### src/rtl/alu_pkg.sv
// Shared constants for the ALU command front-end: opcodes, ALU mode fields,
// status bit positions and the sequencer state encoding.
package alu_pkg;

    localparam logic [3:0] OP_ADD   = 4'd0;
    localparam logic [3:0] OP_SUB   = 4'd1;
    localparam logic [3:0] OP_AND   = 4'd2;
    localparam logic [3:0] OP_OR    = 4'd3;
    localparam logic [3:0] OP_XOR   = 4'd4;
    localparam logic [3:0] OP_NOTA  = 4'd5;
    localparam logic [3:0] OP_PASSB = 4'd6;
    localparam logic [3:0] OP_INC   = 4'd7;
    localparam logic [3:0] OP_DEC   = 4'd8;

    localparam logic [7:0] MODE_INV_A = 8'h01;
    localparam logic [7:0] MODE_INV_B = 8'h02;
    localparam logic [7:0] MODE_CIN   = 8'h04;

    localparam logic [4:0] FN_ADD   = 5'd1;
    localparam logic [4:0] FN_AND   = 5'd2;
    localparam logic [4:0] FN_OR    = 5'd3;
    localparam logic [4:0] FN_XOR   = 5'd4;
    localparam logic [4:0] FN_PASSA = 5'd5;
    localparam logic [4:0] FN_PASSB = 5'd6;

    localparam int ST_ZERO = 0;
    localparam int ST_OVF  = 1;
    localparam int ST_NEG  = 2;
    localparam int ST_PAR  = 3;

    typedef enum logic [1:0] {
        S_IDLE  = 2'd0,
        S_ISSUE = 2'd1,
        S_WAIT  = 2'd2,
        S_RESP  = 2'd3
    } seq_state_t;

    function automatic logic [7:0] fn_mode(input logic [4:0] fn);
        return {fn, 3'b000};
    endfunction

endpackage

### src/rtl/alu_op_decode.sv
// Translates a sequencer opcode into the ALU mode byte plus the side flags
// the sequencer needs (force B to zero, arithmetic op, illegal op).
module alu_op_decode
    import alu_pkg::*;
(
    input  logic [3:0] op,
    output logic [7:0] mode,
    output logic       force_b_zero,
    output logic       is_arith,
    output logic       illegal
);

    // SUB and DEC reuse the adder via B inversion and carry-in
    always_comb begin
        mode         = 8'h00;
        force_b_zero = 1'b0;
        is_arith     = 1'b0;
        illegal      = 1'b0;
        case (op)
            OP_ADD: begin
                mode     = fn_mode(FN_ADD);
                is_arith = 1'b1;
            end
            OP_SUB: begin
                mode     = fn_mode(FN_ADD) | MODE_INV_B | MODE_CIN;
                is_arith = 1'b1;
            end
            OP_AND:   mode = fn_mode(FN_AND);
            OP_OR:    mode = fn_mode(FN_OR);
            OP_XOR:   mode = fn_mode(FN_XOR);
            OP_NOTA:  mode = fn_mode(FN_PASSA) | MODE_INV_A;
            OP_PASSB: mode = fn_mode(FN_PASSB);
            OP_INC: begin
                mode         = fn_mode(FN_ADD) | MODE_CIN;
                force_b_zero = 1'b1;
                is_arith     = 1'b1;
            end
            OP_DEC: begin
                mode         = fn_mode(FN_ADD) | MODE_INV_B;
                force_b_zero = 1'b1;
                is_arith     = 1'b1;
            end
            default: illegal = 1'b1;
        endcase
    end

endmodule

### src/rtl/alu_sequencer.sv
// Command front-end for the registered 8-bit ALU: issues one command at a
// time, waits out the ALU latency and returns result/flags, chaining via acc.
module alu_sequencer
    import alu_pkg::*;
#(
    parameter int         ALU_LATENCY = 1,
    parameter logic [7:0] ACC_INIT    = 8'h00
) (
    input  logic       clk,
    input  logic       rst_n,
    input  logic       cmd_valid,
    output logic       cmd_ready,
    input  logic [3:0] cmd_op,
    input  logic [7:0] cmd_a,
    input  logic [7:0] cmd_b,
    input  logic       cmd_use_acc,
    output logic [7:0] alu_a,
    output logic [7:0] alu_b,
    output logic [7:0] alu_mode,
    input  logic [7:0] alu_out,
    input  logic [7:0] alu_status,
    output logic       rsp_valid,
    input  logic       rsp_ready,
    output logic [7:0] rsp_result,
    output logic [3:0] rsp_flags,
    output logic       rsp_err,
    output logic [7:0] acc
);

    localparam logic [2:0] LAT = 3'(ALU_LATENCY);

    seq_state_t state, state_next;
    logic [2:0] wait_cnt;
    logic       arith_q;
    logic [7:0] dec_mode;
    logic       dec_force_b_zero;
    logic       dec_is_arith;
    logic       dec_illegal;
    logic       accept;
    logic       status_unused;

    alu_op_decode u_decode (
        .op           (cmd_op),
        .mode         (dec_mode),
        .force_b_zero (dec_force_b_zero),
        .is_arith     (dec_is_arith),
        .illegal      (dec_illegal)
    );

    // Ready is gated by rst_n so it reads low for the whole reset window
    assign cmd_ready     = (state == S_IDLE) && rst_n;
    assign accept        = cmd_valid && cmd_ready;
    assign status_unused = ^alu_status[7:4];

    always_ff @(posedge clk or negedge rst_n) begin
        if (!rst_n) state <= S_IDLE;
        else        state <= state_next;
    end

    always_comb begin
        state_next = state;
        case (state)
            S_IDLE:  if (accept) state_next = dec_illegal ? S_RESP : S_ISSUE;
            S_ISSUE: state_next = S_WAIT;
            S_WAIT:  if (wait_cnt == 3'd0) state_next = S_RESP;
            S_RESP:  if (rsp_ready) state_next = S_IDLE;
            default: state_next = S_IDLE;
        endcase
    end

    always_ff @(posedge clk or negedge rst_n) begin
        if (!rst_n) begin
            alu_a      <= 8'h00;
            alu_b      <= 8'h00;
            alu_mode   <= 8'h00;
            rsp_valid  <= 1'b0;
            rsp_result <= 8'h00;
            rsp_flags  <= 4'h0;
            rsp_err    <= 1'b0;
            acc        <= ACC_INIT;
            wait_cnt   <= 3'd0;
            arith_q    <= 1'b0;
        end else begin
            case (state)
                S_IDLE: begin
                    if (accept && dec_illegal) begin
                        rsp_err    <= 1'b1;
                        rsp_result <= 8'h00;
                        rsp_flags  <= 4'h0;
                        rsp_valid  <= 1'b1;
                    end else if (accept) begin
                        alu_a    <= cmd_use_acc ? acc : cmd_a;
                        alu_b    <= dec_force_b_zero ? 8'h00 : cmd_b;
                        alu_mode <= dec_mode;
                        arith_q  <= dec_is_arith;
                        wait_cnt <= LAT;
                    end
                end
                S_ISSUE: wait_cnt <= wait_cnt - 3'd1;
                S_WAIT: begin
                    if (wait_cnt == 3'd0) begin
                        // The ALU overflow bit is sticky, so only trust it for adder ops
                        rsp_result <= alu_out;
                        rsp_flags  <= {alu_status[ST_PAR], alu_status[ST_NEG],
                                       alu_status[ST_OVF] & arith_q, alu_status[ST_ZERO]};
                        rsp_valid  <= 1'b1;
                        acc        <= alu_out;
                    end else begin
                        wait_cnt <= wait_cnt - 3'd1;
                    end
                end
                S_RESP: begin
                    if (rsp_ready) begin
                        rsp_valid <= 1'b0;
                        rsp_err   <= 1'b0;
                    end
                end
                default: ;
            endcase
        end
    end

endmodule

### config.mk
export PLATFORM = sky130hd
export DESIGN_NAME = alu_sequencer
export DESIGN_NICKNAME = d
export VERILOG_FILES = /design/src/rtl/alu_pkg.sv /design/src/rtl/alu_op_decode.sv /design/src/rtl/alu_sequencer.sv
export SDC_FILE = /design/constraint.sdc
export NUM_CORES = 1
export LEC_CHECK = 0
export ABC_AREA = 1
export CAP_MARGIN = 30
export CORE_ASPECT_RATIO = 1.4
export CORE_MARGIN = 1
export CORE_UTILIZATION = 41
export DETAILED_ROUTE_END_ITERATION = 12
export MAX_ROUTING_LAYER = met4
export PLACE_DENSITY = 0.77
export SYNTH_ARGS = -nofsm -noshare
export SYNTH_HDL_FRONTEND = slang
export SYNTH_SLANG_ARGS = --single-unit
### constraint.sdc
create_clock -name clk -period 1.45 [get_ports clk]
set_input_delay 0.3625 -clock clk [delete_from_list [all_inputs] [get_ports clk]]
set_output_delay 0.3625 -clock clk [all_outputs]
set_load 0.1 [all_outputs]
==> results of run 1 <==
cells in the mapped netlist, drive strengths merged:
master | count | area, µm²
dfrtp | 50 | 1250
mux2 | 16 | 180
clkbuf | 1 | 3.75
nor3 | 1 | 5.00
o21ai | 6 | 30.0
buf | 11 | 73.8
and3 | 1 | 6.26
o21a | 1 | 7.51
nand2 | 117 | 457
nand3 | 30 | 163
xnor2 | 1 | 8.76
ha | 8 | 100
conb | 1 | 3.75
nand4 | 2 | 12.5
or2 | 1 | 6.26
nor2 | 14 | 62.6
inv | 31 | 116
a21oi | 3 | 18.8
cells in the final DEF (no fill, tap or decap), types with 11 or more instances in the layout:
cell	synthesis	layout
clkdlybuf4s50_1	0	35
buf_4	3	30
nand2_1	114	60
nand3_1	29	24
buf_6	2	11
dfrtp_1	50	50
buf_12	0	53
nand2_4	2	14
nand2_2	1	40
inv_1	31	28
final timing paths:
check / cells after the start / from / endpoint
max: 5 / state[1] / cmd_ready
min: 2 / rst_n / rsp_result[1]
max reg2reg: 10 / state[0] / rsp_flags[3]
min reg2reg: 2 / wait_cnt[1] / wait_cnt[1]
max in group asynchronous: 2 / rst_n / alu_a[3]
min in group clk: 2 / wait_cnt[1] / wait_cnt[1]
repair_timing:
| item | CTS | global route |
|---|---|---|
| setup buffers | 14 | 3 |
| pin swaps | 13 | 22 |
| gates cloned | 4 | 1 |
| resized for setup | 56 | 68 |
| endpoints found under the setup margin | 44 | 51 |
routing by layer:
layer / GRT usage, % / vias up
li1: - / 1177
met1: 28.2 / 1254
met2: 48.7 / 110
met3: 5.56 / 36
met4: 14.4 / 0
met5: - / -
flip-flops by register name (all words and copies together), names as in the netlist, 2 cells and up:
signal,flops
rsp_result,8
alu_mode,6
acc,8
rsp_flags,4
alu_b,8
wait_cnt,3
state,2
alu_a,8
critical path: cells and delay by family (launching register included):
family / cells / cell delay, ns
buf+inv: 3 / 0.37
fa+ha+maj: 1 / 0.17
simple gates: 1 / 0.07
flops: 1 / 0.40
cell type report:
class / instances / share of cell area [%]
clock buffers: 6 / 1.69
inverters: 31 / 2.46
multi-input cells: 204 / 30.2
repair buffers: 133 / 37.8
diodes: 1 / 0.0513
flip-flops and latches: 50 / 25.6
well taps: 70 / 1.79
clock inverters: 2 / 0.333
cell families after synthesis:
logic type / count (synthesis) / synth area share (%)
AND/OR/NAND/NOR: 166 / 28.4
buffers and inverters: 43 / 7.74
AO/OA/AOI/OAI: 10 / 2.25
other: 1 / 0.150
flip-flops: 50 / 49.9
XOR/XNOR: 1 / 0.350
multiplexers: 16 / 7.19
adder cells (fa/ha/maj): 8 / 3.99
stage by stage:
stage          hold WS [ns]  setup TNS, ns  instances  util, %
2_1_floorplan        0.0669          -7.61        296        -
3_3_place_gp          0.458          -8.47        467     70.3
3_5_place_dp          0.473         -10.52        467     70.3
4_1_cts               0.230          -4.00        493     78.9
5_1_grt               0.270          -9.49        497     83.2
6_report              0.217          -6.28        497     83.2
==> run metrics, run 1 <==
status=finished with violations; failing checks=setup timing; first-pass GRT wire length=12700 µm; worst-path maximum fanout=2; Post-Route Skew=0.00780 ns; synthesis-to-layout area growth=94.7%; R2R Setup Slk=-0.21 ns; DRT antenna net count=0; hold crit path type=in2async; Cells after Synth=295; hold_buf cts=0; global route total overflow=0; WL met2=5030 µm; # fillers=275; row cnt=33; CP endpoint kind=output pin; Final setup viols=50; CTS tree=done; CTS Buf Count=5; Final Hold Fails=0; total number of vias=2577; WL met3=408 µm; DRC viols=0; initial antenna violation count=1; post-DR wirelength/cell=17.8 µm; worst slew pin tran=0.645 ns; class of the most critical setup path=reg2out; number of global-route vias before repair=2689; fmax=592 MHz; Placer Congestion=0.791; Unique masters post-synth=27; RSZ-0062 raised after global routing=yes; initial drt markers=187; Root Buffer=clkbuf_8; crit-path cells=inv_2 -> ha_4 -> nand2_4 -> clkinvlp_4 -> buf_12; DR vias/cell=5.19; total track usage=27.8%; Critical Path Max Stage Delay=0.40 ns; Mapped Area=0.00251 mm²; worst path required time=1.09 ns; share of layout cells above drive strength 1=48.4%; final WL=8840 µm; htree depth=2; sequential-to-total area share from yosys stat=49.9%; Seq. cell area=0.00125 mm²; Tcrit/Tclk final=116%; area of the multi-input gates=0.00147 mm²; Clk Latency, worst-skew pair=0.32 ns; Area after DPL=0.00412 mm²; Metal-1 WL=3000 µm; setup ws final=-0.238 ns; Max Used Layer=met4; Clock Path Buffers=2; Die Wd=68.1 µm; hpwl dp=4890 µm; Die Y-Extent=94.5 µm; min cycle time layout=1.69 ns; clk slew on worst S/H paths=0.10 ns; PortBufs=81; clk sinks=50; DRT Pass-1 Iters=4; IO Pins=88; synthesized flop and latch total=50; YS warnings=0; Data arrival, critical path=1.33 ns; MaxCap Viol Count=0; Core ar.=0.00586 mm²; Place WS=-0.320 ns; Pins Over Slew Limit=0; Die Footprint=0.00643 mm²; starting density of the core=42.7%; NumNets Final=474; startpoint types=register; Slew headroom=57.0%; largest net degree at the start of global routing=51; CP max stage cell=dfrtp_1; Synth Area per Inst=8.50 µm²; Design Area, Final=0.00488 mm²
Power of run 1 is left out: the tool's default activity adds up to more than one toggle a clock period on the data nets, which glitch-free logic cannot reach.
==> run 2, diff against run 1 <==
--- a/config.mk
+++ b/config.mk
@@ -9,10 +9,10 @@
 export CAP_MARGIN = 30
 export CORE_ASPECT_RATIO = 1.4
 export CORE_MARGIN = 1
-export CORE_UTILIZATION = 41
+export CORE_UTILIZATION = 45
 export DETAILED_ROUTE_END_ITERATION = 12
 export MAX_ROUTING_LAYER = met4
-export PLACE_DENSITY = 0.77
+export PLACE_DENSITY = 0.8
 export SYNTH_ARGS = -nofsm -noshare
 export SYNTH_HDL_FRONTEND = slang
 export SYNTH_SLANG_ARGS = --single-unit
==> constraint.sdc (replaced) <==
create_clock -name clk -period 1.75 [get_ports clk]
set_input_delay 0.4375 -clock clk [delete_from_list [all_inputs] [get_ports clk]]
set_output_delay 0.4375 -clock clk [all_outputs]
set_load 0.1 [all_outputs]
==> run 2 against run 1 <==
The flow now finishes without violations. Final cell count fell by 6.0%. Register-to-register slack improved by 0.32 ns. Count of clock-buffer cells in the layout is 1 lower. Cell area decreased by 15%. Utilization down 5.0 points. First-iteration DRC count shrank 36%. Clock skew shrank 0.00074 ns. Sequential share of layout area grew 4.7 points. Wire length decreased by 24%. Non-clock buffer count fell by 24.
==> run metrics, run 2 (synthesis results as in run 1) <==
class of the most critical setup path=reg2out; NumNets Final=449 (-5.3%); fmax=588 MHz; clk sinks=50 (unchanged); Final Hold Fails=0 (unchanged); DRC viols=0 (unchanged); DR vias/cell=4.96 (-4.3%); final WL=6720 µm (-24%); row cnt=31 (-6.1%); PortBufs=81 (unchanged); Placer Congestion=0.823 (+4.0%); largest net degree at the start of global routing=51 (unchanged); utilization after layout=78.3% (-5.0 points); initial antenna violation count=0 (-1); MaxCap Viol Count=0 (unchanged); worst path required time=1.31 ns (+0.22 ns); RSZ-0062 raised after global routing=no; Post-Route Skew=0.00706 ns (-0.000738 ns); share of layout cells above drive strength 1=28.2% (-20 points); Clock Path Buffers=2 (unchanged); Core ar.=0.00528 mm² (-10%); Root Buffer=clkbuf_8; post-DR wirelength/cell=14.4 µm (-19%); total track usage=26.1% (-1.6 points); Die Y-Extent=90.3 µm (-4.4%); CTS tree=done; first-pass GRT wire length=11400 µm (-10%); Data arrival, critical path=1.26 ns (-0.07 ns); Tcrit/Tclk final=97.2%; Final setup viols=0 (-100%); diode count=0 (-1); status=finished, final reports clean; synthesis-to-layout area growth=64.8%; DRT antenna net count=0 (unchanged); Slew headroom=58.5% (+1.5 points); commonest non-fill, non-tap cell in the layout=nand2_1; CP endpoint kind=output pin; DRT Pass-1 Iters=4 (unchanged); number of global-route vias before repair=2502 (-7.0%); R2R Setup Slk=0.11 ns (+0.32 ns); hpwl dp=5160 µm (+5.5%); Pins Over Slew Limit=0 (unchanged); CTS Buf Count=5 (unchanged); clk slew on worst S/H paths=0.10 ns (about the same); commonest cells after routing, fill and taps aside=nand2_1 (112), dfrtp_1 (50), buf_12 (47), clkdlybuf4s50_1 (35), nand3_1 (29); initial drt markers=120 (-36%); starting density of the core=47.5% (+4.8 points); Die Footprint=0.00588 mm² (-8.7%); IO Pins=88 (unchanged); Clk Latency, worst-skew pair=0.31 ns (about the same); startpoint types=register; Die Wd=65.1 µm (-4.4%); hold crit path type=in2async; min cycle time layout=1.70 ns; worst slew pin tran=0.623 ns (-0.0220 ns); worst-path maximum fanout=2 (unchanged); global route total overflow=0 (unchanged); Resize count post-CTS=0 (-100%); total number of vias=2317 (-10%); htree depth=2 (unchanged)
## run 2: changes by cell type in the layout (fill, tap and decap cells not counted), moves of 6 or more
cell / before / now
buf_12: 53 / 47
buf_6: 11 / 0
mux2_2: 8 / 16
mux2_4: 8 / 0
nand2_1: 60 / 112
nand2_2: 40 / 2
nand2_4: 14 / 3
o21ai_0: 0 / 6
## run 2: final timing paths
check / cells after the start / startpoint / endpoint
min in group clk: 2 / wait_cnt[1] / wait_cnt[1]
min reg2reg: 2 / wait_cnt[1] / wait_cnt[1]
max reg2reg: 9 / state[0] / alu_a[6]
max: 5 / state[1] / cmd_ready
min: 2 / rst_n / alu_b[6]
max in group asynchronous: 2 / rst_n / alu_a[6]
## run 2: timing repair
item	4_1_cts	5_1_grt
endpoints found under the setup margin	1	1
hold endpoints to repair	0	0
pin swaps	1	1
buffers inserted	5	2
hold buffers	0	0
## run 2: through the flow
stage                     cell area (µm²)  std cells  setup slack [ns]  setup TNS [ns]  hold slack (ns)
after global placement               3980        452           -0.0646           -1.03            0.461
after global routing                 4130        467           0.00179               0            0.338
after detailed placement             3980        452            -0.141           -2.86            0.483
after CTS                            4110        465            0.0101               0            0.309
final                                4130        467            0.0486               0            0.284
after floorplan                      2550        296           -0.0579          -0.885            0.142
## run 2: critical path: stages (launching register included)
cell        delay (ns)
dfrtp_1           0.38
inv_2             0.06
ha_4              0.17
nand2_4           0.07
clkinvlp_4        0.10
buf_12            0.17
## run 2: cell type report
type	count	area (µm²)
multi-input combinational	203	1090
sequential	50	1250
clock inverter	3	25.0
inverter	31	120
timing repair buffer	109	1490
tap	66	82.6
fill	341	1150
clock buffer	5	68.8
## run 2: routing by layer
metal	track usage, %	share of wire [%]	up-vias
met5	-	0	-
met4	10.7	3.2	0
met3	4.80	5.2	17
met2	47.0	56	84
met1	27.3	36	1092
li1	-	-	1124
Power of run 2 is left out for the same reason.
